## config.mk

```make
export PLATFORM = sky130hd
export DESIGN_NAME = clken_gen
export DESIGN_NICKNAME = d
export VERILOG_FILES = /design/src/rtl/clken_pkg.sv /design/src/rtl/clken_phase_ctr.sv /design/src/rtl/clken_gen.sv
export SDC_FILE = /design/constraint.sdc
export NUM_CORES = 1
export LEC_CHECK = 0
export CAP_MARGIN = 0
export CORE_UTILIZATION = 28
export DETAILED_ROUTE_END_ITERATION = 8
export PLACE_DENSITY_LB_ADDON = 0.2
export SETUP_SLACK_MARGIN = 0.05
export SLEW_MARGIN = 20
export SYNTH_ARGS = -nofsm -noshare
export SYNTH_HDL_FRONTEND = slang
export SYNTH_HIERARCHICAL = 1
export SYNTH_SLANG_ARGS = --single-unit
export TNS_END_PERCENT = 100
```

## constraint.sdc

```tcl
create_clock -name cpu_osc_in_h -period 1.4 [get_ports cpu_osc_in_h]
set_input_delay 0.21 -clock cpu_osc_in_h [delete_from_list [all_inputs] [get_ports cpu_osc_in_h]]
set_output_delay 0.21 -clock cpu_osc_in_h [all_outputs]
set_load 0.02 [all_outputs]
```

## src/rtl/clken_pkg.sv

```systemverilog
// ---------------------------------------------------------------------------
// clken_pkg
// Shared types and limits for the clock-enable generator: the halt FSM state
// encoding, the 3-bit phase type and the parameter range limits.
// ---------------------------------------------------------------------------
package clken_pkg;

    localparam int unsigned MAX_NUM_CH = 8;
    localparam int unsigned MAX_PHASES = 8;
    localparam int unsigned MAX_DIV    = 16;
    localparam int unsigned PHASE_W    = 3;

    typedef logic [PHASE_W-1:0] phase_t;

    typedef enum logic [1:0] {
        ST_RUN     = 2'd0,
        ST_HALTING = 2'd1,
        ST_HALTED  = 2'd2,
        ST_STEP    = 2'd3
    } halt_state_e;

endpackage

```

## src/rtl/clken_phase_ctr.sv

```systemverilog
// ---------------------------------------------------------------------------
// clken_phase_ctr
// Oscillator divider plus microcycle phase counter.
// Ports:
//   clk_i      oscillator clock
//   rst_i      asynchronous active-high reset
//   advance_i  phase may advance on this base tick (running and not stalled)
//   tick_o     base tick, high while the divider sits at DIV-1
//   phase_o    current phase, 0..PHASES-1
// ---------------------------------------------------------------------------
module clken_phase_ctr
    import clken_pkg::*;
#(
    parameter int unsigned PHASES = 2,
    parameter int unsigned DIV    = 2
) (
    input  logic   clk_i,
    input  logic   rst_i,
    input  logic   advance_i,
    output logic   tick_o,
    output phase_t phase_o
);

    localparam int unsigned DIV_W = (DIV > 1) ? $clog2(DIV) : 1;

    logic [DIV_W-1:0] div_q, div_d;
    phase_t           phase_q, phase_d;
    logic             tick;

    // With DIV=1 the counter is pinned at 0, so the tick is permanently high.
    assign tick = (div_q == DIV_W'(DIV - 1));

    // Tick is masked during reset so every pulse output reads 0 at once.
    assign tick_o  = tick & ~rst_i;
    assign phase_o = phase_q;

    // Divider wrap and phase advance.
    always_comb begin
        div_d   = tick ? '0 : div_q + DIV_W'(1);
        phase_d = phase_q;
        if (tick && advance_i) begin
            phase_d = (phase_q == phase_t'(PHASES - 1)) ? '0 : phase_q + phase_t'(1);
        end
    end

    always_ff @(posedge clk_i or posedge rst_i) begin
        if (rst_i) begin
            div_q   <= '0;
            phase_q <= '0;
        end else begin
            div_q   <= div_d;
            phase_q <= phase_d;
        end
    end

endmodule

```

## src/rtl/clken_gen.sv

```systemverilog
// ---------------------------------------------------------------------------
// clken_gen
// Microcycle clock-enable generator with halt / single-step control.
// Build option: define CLKEN_GEN_STALL_CNT_EN to implement the saturating
// stalled-tick counter; otherwise stall_cnt_h is tied to 0.
// Ports:
//   cpu_osc_in_h  oscillator clock
//   sac_reset_h   asynchronous active-high reset
//   mem_stall_h   global stall, freezes the microcycle
//   ch_stall_h    per-channel stall
//   ch_phase_h    per-channel phase select, 3 bits per channel
//   halt_l        halt request (active low)
//   step_h        single-step request, honoured while halted
//   base_tick_h   base tick pulse
//   phase_h       current phase
//   ucyc_end_h    tick completing a microcycle
//   ch_clk_en_h   per-channel clock enables
//   halted_h      halt FSM is in HALTED
//   stall_cnt_h   saturating count of stalled base ticks
// ---------------------------------------------------------------------------
module clken_gen
    import clken_pkg::*;
#(
    parameter int unsigned              NUM_CH    = 3,
    parameter int unsigned              PHASES    = 2,
    parameter int unsigned              DIV       = 2,
    parameter logic [NUM_CH-1:0]        FREE_MASK = NUM_CH'(1),
    parameter int unsigned              STALL_W   = 8
) (
    input  logic                cpu_osc_in_h,
    input  logic                sac_reset_h,
    input  logic                mem_stall_h,
    input  logic [NUM_CH-1:0]   ch_stall_h,
    input  logic [NUM_CH*3-1:0] ch_phase_h,
    input  logic                halt_l,
    input  logic                step_h,
    output logic                base_tick_h,
    output phase_t              phase_h,
    output logic                ucyc_end_h,
    output logic [NUM_CH-1:0]   ch_clk_en_h,
    output logic                halted_h,
    output logic [STALL_W-1:0]  stall_cnt_h
);

    if (NUM_CH < 1 || NUM_CH > MAX_NUM_CH || PHASES < 2 || PHASES > MAX_PHASES ||
        DIV < 1 || DIV > MAX_DIV) begin : g_cfg_check
        $error("clken_gen: parameter out of range");
    end

    halt_state_e state_q, state_d;
    logic        running;
    logic        advance;

    // HALTING keeps running so the current microcycle completes before halting.
    assign running  = (state_q != ST_HALTED);
    assign advance  = running & ~mem_stall_h;
    assign halted_h = (state_q == ST_HALTED);

    clken_phase_ctr #(
        .PHASES (PHASES),
        .DIV    (DIV)
    ) u_phase_ctr (
        .clk_i     (cpu_osc_in_h),
        .rst_i     (sac_reset_h),
        .advance_i (advance),
        .tick_o    (base_tick_h),
        .phase_o   (phase_h)
    );

    assign ucyc_end_h = base_tick_h & advance & (phase_h == phase_t'(PHASES - 1));

    // Halt FSM next state; halt is only taken at a microcycle boundary.
    always_comb begin
        state_d = state_q;
        case (state_q)
            ST_RUN:     if (!halt_l)    state_d = ST_HALTING;
            ST_HALTING: if (ucyc_end_h) state_d = ST_HALTED;
            ST_HALTED: begin
                if (halt_l)      state_d = ST_RUN;
                else if (step_h) state_d = ST_STEP;
            end
            ST_STEP:    if (ucyc_end_h) state_d = ST_HALTED;
            default:                    state_d = ST_RUN;
        endcase
    end

    always_ff @(posedge cpu_osc_in_h or posedge sac_reset_h) begin
        if (sac_reset_h) state_q <= ST_RUN;
        else             state_q <= state_d;
    end

    // Channel gating; free channels ignore the global stall and the halt.
    always_comb begin
        phase_t sel;
        sel         = '0;
        ch_clk_en_h = '0;
        for (int i = 0; i < int'(NUM_CH); i++) begin
            sel = ch_phase_h[3*i +: 3];
            ch_clk_en_h[i] = base_tick_h & (sel == phase_h) & (32'(sel) < PHASES) &
                             ~ch_stall_h[i] & (FREE_MASK[i] | advance);
        end
    end

`ifdef CLKEN_GEN_STALL_CNT_EN
    logic [STALL_W-1:0] stall_cnt_q, stall_cnt_d;

    // Count stalled ticks while running; microcycle end clears and takes priority.
    always_comb begin
        stall_cnt_d = stall_cnt_q;
        if (ucyc_end_h) begin
            stall_cnt_d = '0;
        end else if (base_tick_h && running && mem_stall_h && !(&stall_cnt_q)) begin
            stall_cnt_d = stall_cnt_q + STALL_W'(1);
        end
    end

    always_ff @(posedge cpu_osc_in_h or posedge sac_reset_h) begin
        if (sac_reset_h) stall_cnt_q <= '0;
        else             stall_cnt_q <= stall_cnt_d;
    end

    assign stall_cnt_h = stall_cnt_q;
`else
    assign stall_cnt_h = '0;
`endif

endmodule

```

Yosys cells after proc, flatten, opt, wreduce, memory -nomap -nowiden
Cells that the tools add are included.
{"block": "op_classes", "addsub": 2, "order_cmp": 3, "eq_ne": 11, "muxes": 7, "bitwise_logic": 20, "reduce_logical": 4}
{"op": "$and 1x1->1", "n": 15}
{"op": "$eq 3x3->1", "n": 3}
{"op": "$lt 3x2->1 const B", "n": 3}
{"op": "$mux 2", "n": 4}
{"op": "$pmux 2 s3", "n": 1}
{"op": "$not 1->1", "n": 5}
{"op": "$eq 2x2->1 const B", "n": 2}
{"op": "$ne 2x2->1 const B", "n": 2}
{"op": "$add 3x1->3 const B", "n": 1}
{"op": "$eq 3x1->1 const B", "n": 1}
{"op": "$mux 3", "n": 1}
{"op": "$ne 3x3->1 const B", "n": 1}
{"op": "$reduce_and 3->1", "n": 1}
{"op": "$eq 2x1->1 const B", "n": 1}
{"op": "$logic_not 2->1", "n": 1}
{"op": "$ne 2x1->1 const B", "n": 1}
{"op": "$reduce_or 2->1", "n": 1}
{"op": "$add 1x1->1 const B", "n": 1}
{"op": "$logic_and 1x1->1", "n": 1}
{"op": "$mux 1", "n": 1}
{"block": "word_totals", "regBits": 6, "wordCells": 50}

Depth between registers and ports, before layout
{"block": "logic_depth", "ltp_word": 6, "ltp_mapped": 5}

Hierarchy
Netlist, hierarchy kept.
{"module": "clken_gen", "n_inst": 1, "cells_each": 34, "area_per_inst_um2": 246.5, "seq_area_each_um2": 50.0}
{"module": "clken_phase_ctr", "n_inst": 1, "cells_each": 14, "area_per_inst_um2": 166.4, "seq_area_each_um2": 100.1}

Worst setup path after synthesis
OpenSTA, ideal clock, no wires.
{"block": "synth_timing", "kind": "reg2out", "startpoint": "reg u_phase_ctr.div_q", "endpoint": "out ch_clk_en_h[0]", "arrival_ns": 1.667, "t_required_ns": 1.190, "path_slack_ns": -0.477, "path_stages_with_launch": 5, "path_cell_list": "dfrtp_1 inv_1 nor2_1 or3b_1 nor3_1"}
{"block": "synth_via", "elab_chain_len": 4}
{"item": "from (decl)", "line": "clken_phase_ctr.sv:26", "text": "logic [DIV_W-1:0] div_q, div_d;"}
{"item": "from (signal assigned)", "line": "clken_phase_ctr.sv:51", "text": "div_q <= div_d;"}
{"item": "$and 1x1->1", "line": "clken_phase_ctr.sv:34", "text": "assign tick_o = tick & ~rst_i;"}
{"item": "via base_tick_h", "line": "clken_gen.sv:37", "text": "output logic base_tick_h,"}
{"item": "$and 1x1->1 (3 in a row)", "line": "clken_gen.sv:99", "text": "ch_clk_en_h[i] = base_tick_h & (sel == phase_h) & (32'(sel) < PHASES) &"}
{"item": "to (decl)", "line": "clken_gen.sv:40", "text": "output logic [NUM_CH-1:0] ch_clk_en_h,"}
The timed path passes the listed nets, and every way through them passes these cells.

Worst setup path after layout
{"block": "layout_timing", "startpoint": "reg u_phase_ctr.div_q", "endpoint": "out ch_clk_en_h[2]"}
{"block": "layout_via", "elab_chain_len": 5}
{"item": "$and 1x1->1", "line": "clken_phase_ctr.sv:34"}
{"item": "$and 1x1->1 (3 in a row)", "line": "clken_gen.sv:99"}
{"item": "$and 1x1->1", "line": "clken_gen.sv:100", "text": "~ch_stall_h[i] & (FREE_MASK[i] | advance);"}
No other way between the ends.

==> qor.yml <==
outcome: "finished with violations"
violations: "negative setup slack"
clockBufferDepth: 2
min_path_type: "in2async"
dp.cells: 100
die_w_um: 40.4
cp-start-kind: "flip-flop"
place_hpwl_um: 835
critPathKind: "reg2out"
slew_violations: 0
fp.dieH_um: 40.4
ir_drop_v: 0.000705
required_ps: 1190
end_kind: "output pin"
grt_pass1_vias: 427
num_rows: 13
antenna_cells: 0
path_cells: "inv_2 -> nor2_4 -> or3b_4 -> nor3_4 -> and3_4 -> buf_6"
grt_setup_unrepaired: "yes"
cts_sinks: 6
hold-worst-slack_ps: 142
finalClockSkew_ps: 4.96
synth_area_per_cell_um2: 8.60
layout_common_cells: "buf_4, clkdlybuf4s50_1, conb_1"
final_net_count: 109
share_comb_of_total_power_pct: 49.9
syn2layout_area_growth_pct: 98.8
start_util_pct: 31.0
dieArea_um2: 1630
cp_slowest_cell: "or3b_4"
cts-root-buf: "clkbuf_4"
place_area_um2: 786
core_area_um2: 1330
synthCells: 48
p_int_mw: 0.529
cts.htree.levels: 1
vias: 442
final_common_cell: "buf_4"
place.gp.congestion: 0.702
drt_iter0_markers: 2
ys.flop_type: "dfrtp_1"
period_needed_ps: 1790
path_clk_slew_ps: 40
place_ws_ps: -998
grt_max_degree: 7
hold_buffers: 0
cp_max_fo: 3
yosysWarnings: 6
portBuffers: 25
finalHoldViolCount: 0
route.detailed.drc: 0
setup_tns_ps: -1880
ys_seq_area_share_pct: 36.4
track_usage_pct: 15.9
antenna_found_initial: 0
cp_slowest_stage_delay_ps: 390
worstReg2RegStart: "u_phase_ctr/div_q"
cts-buffers-inserted: 3
crit_path_start: "u_phase_ctr/div_q"
fin_area_um2: 821
fin_util_pct: 61.5
fin_cells: 105
clk_latency_ps: 240
synth-edff-count: 0
drive_gt1_share_pct: 41.1
p_seq_share_pct: 31.4
p_leak_nw: 0.415
grt-ovfl-total: 0
netlist_area_um2: 413
io_pins: 34
setup_slack_ps: -388
drtPass1Iterations: 2
drtAntennaViolNets: 0
vias_per_cell: 4.21
p_sw_mw: 0.278
grt_pass1_wl_mm: 1.66
maxCapViolCount: 0
synth-async-reset-ratio_pct: 100
finalWirelength_mm: 1.01
fmax_mhz: 559
ys_ff_latch: 6
total_power_mw: 0.807
power.density_nw_per_um2: 983
avgRoutedWirePerCell_um: 9.60
crit_arrival_ps: 1580
switching_share_pct: 34.5
synth_cell_type_count: 21
p_clk_share_pct: 18.7
setup_violations: 6
cts_tree: "yes"
fin_crit_sh_pct: 128
-- sequential cells by signal (all words and copies together), names as in the netlist --
signal,flops
state_q,2
u_phase_ctr/div_q,1
u_phase_ctr/phase_o,3
-- synth_stat cells, drive strengths merged, types with 2 or more instances --
master  number  area, um^2
buf          8        60.1
xnor2        4        35.0
nand2        3        11.3
or3          2        12.5
and3         2        12.5
inv          5        18.8
nor2         2        7.51
dfrtp        6         150
nor3         4        20.0
-- what timing repair did --
action | CTS | global route
setup buffers | 2 | 0
endpoints found under the setup margin | 12 | 9
endpoints found under the hold margin | 0 | 0
gates resized for setup | 35 | 2
pin swaps | 3 | 2
-- cell families after synthesis --
logic type             count (synthesis)  share of synthesized area, %
XOR/XNOR                               5                          10.6
flip-flops                             6                          36.4
AND/OR/NAND/NOR                       19                          25.2
buffers and inverters                 13                          19.1
other                                  1                         0.908
AO/OA/AOI/OAI                          3                          4.24
multiplexers                           1                          3.64
-- worst max-delay path: cells and delay by family (launching register included) --
family / cells / cell delay (ps)
AND/OR/NAND/NOR: 4 / 820
flip-flops: 1 / 350
buffers and inverters: 2 / 170
-- worst paths after layout --
path	end	slack, ps	cells after the start
worst min register to register	u_phase_ctr/phase_o[2]	580	2
worst max-delay path	ch_clk_en_h[2]	-390	6
max in group asynchronous	u_phase_ctr/phase_o[1]	1070	3
min in group cpu_osc_in_h	u_phase_ctr/phase_o[2]	580	2
worst min-delay path	state_q[1]	140	3
worst max register to register	state_q[0]	-260	6
-- power groups by stage --
stage	clock, mW	combinational (mW)	sequential [mW]
2_1_floorplan	0	0.186	0.279
3_5_place_dp	0	0.400	0.256
3_3_place_gp	0	0.393	0.253
6_report	0.151	0.403	0.254
5_1_grt	0.166	0.446	0.263
4_1_cts	0.159	0.403	0.255
-- cell type report --
| class | instances | area, um^2 |
|---|---|---|
| Fill cell | 125 | 513 |
| Timing Repair Buffer | 40 | 345 |
| Multi-Input combinational cell | 36 | 265 |
| Sequential cell | 6 | 150 |
| Clock buffer | 3 | 22.5 |
| Inverter | 5 | 18.8 |
| Tap cell | 15 | 18.8 |
-- per-layer routing --
metal	share of wire (%)	global-route usage (%)	up-vias
met5	0	0	-
met4	0	7.50	0
met3	9.4	3.33	0
met2	51	29.8	21
met1	39	16.3	198
li1	-	-	223
No activity file was read; power rests on OpenSTA's default activity.
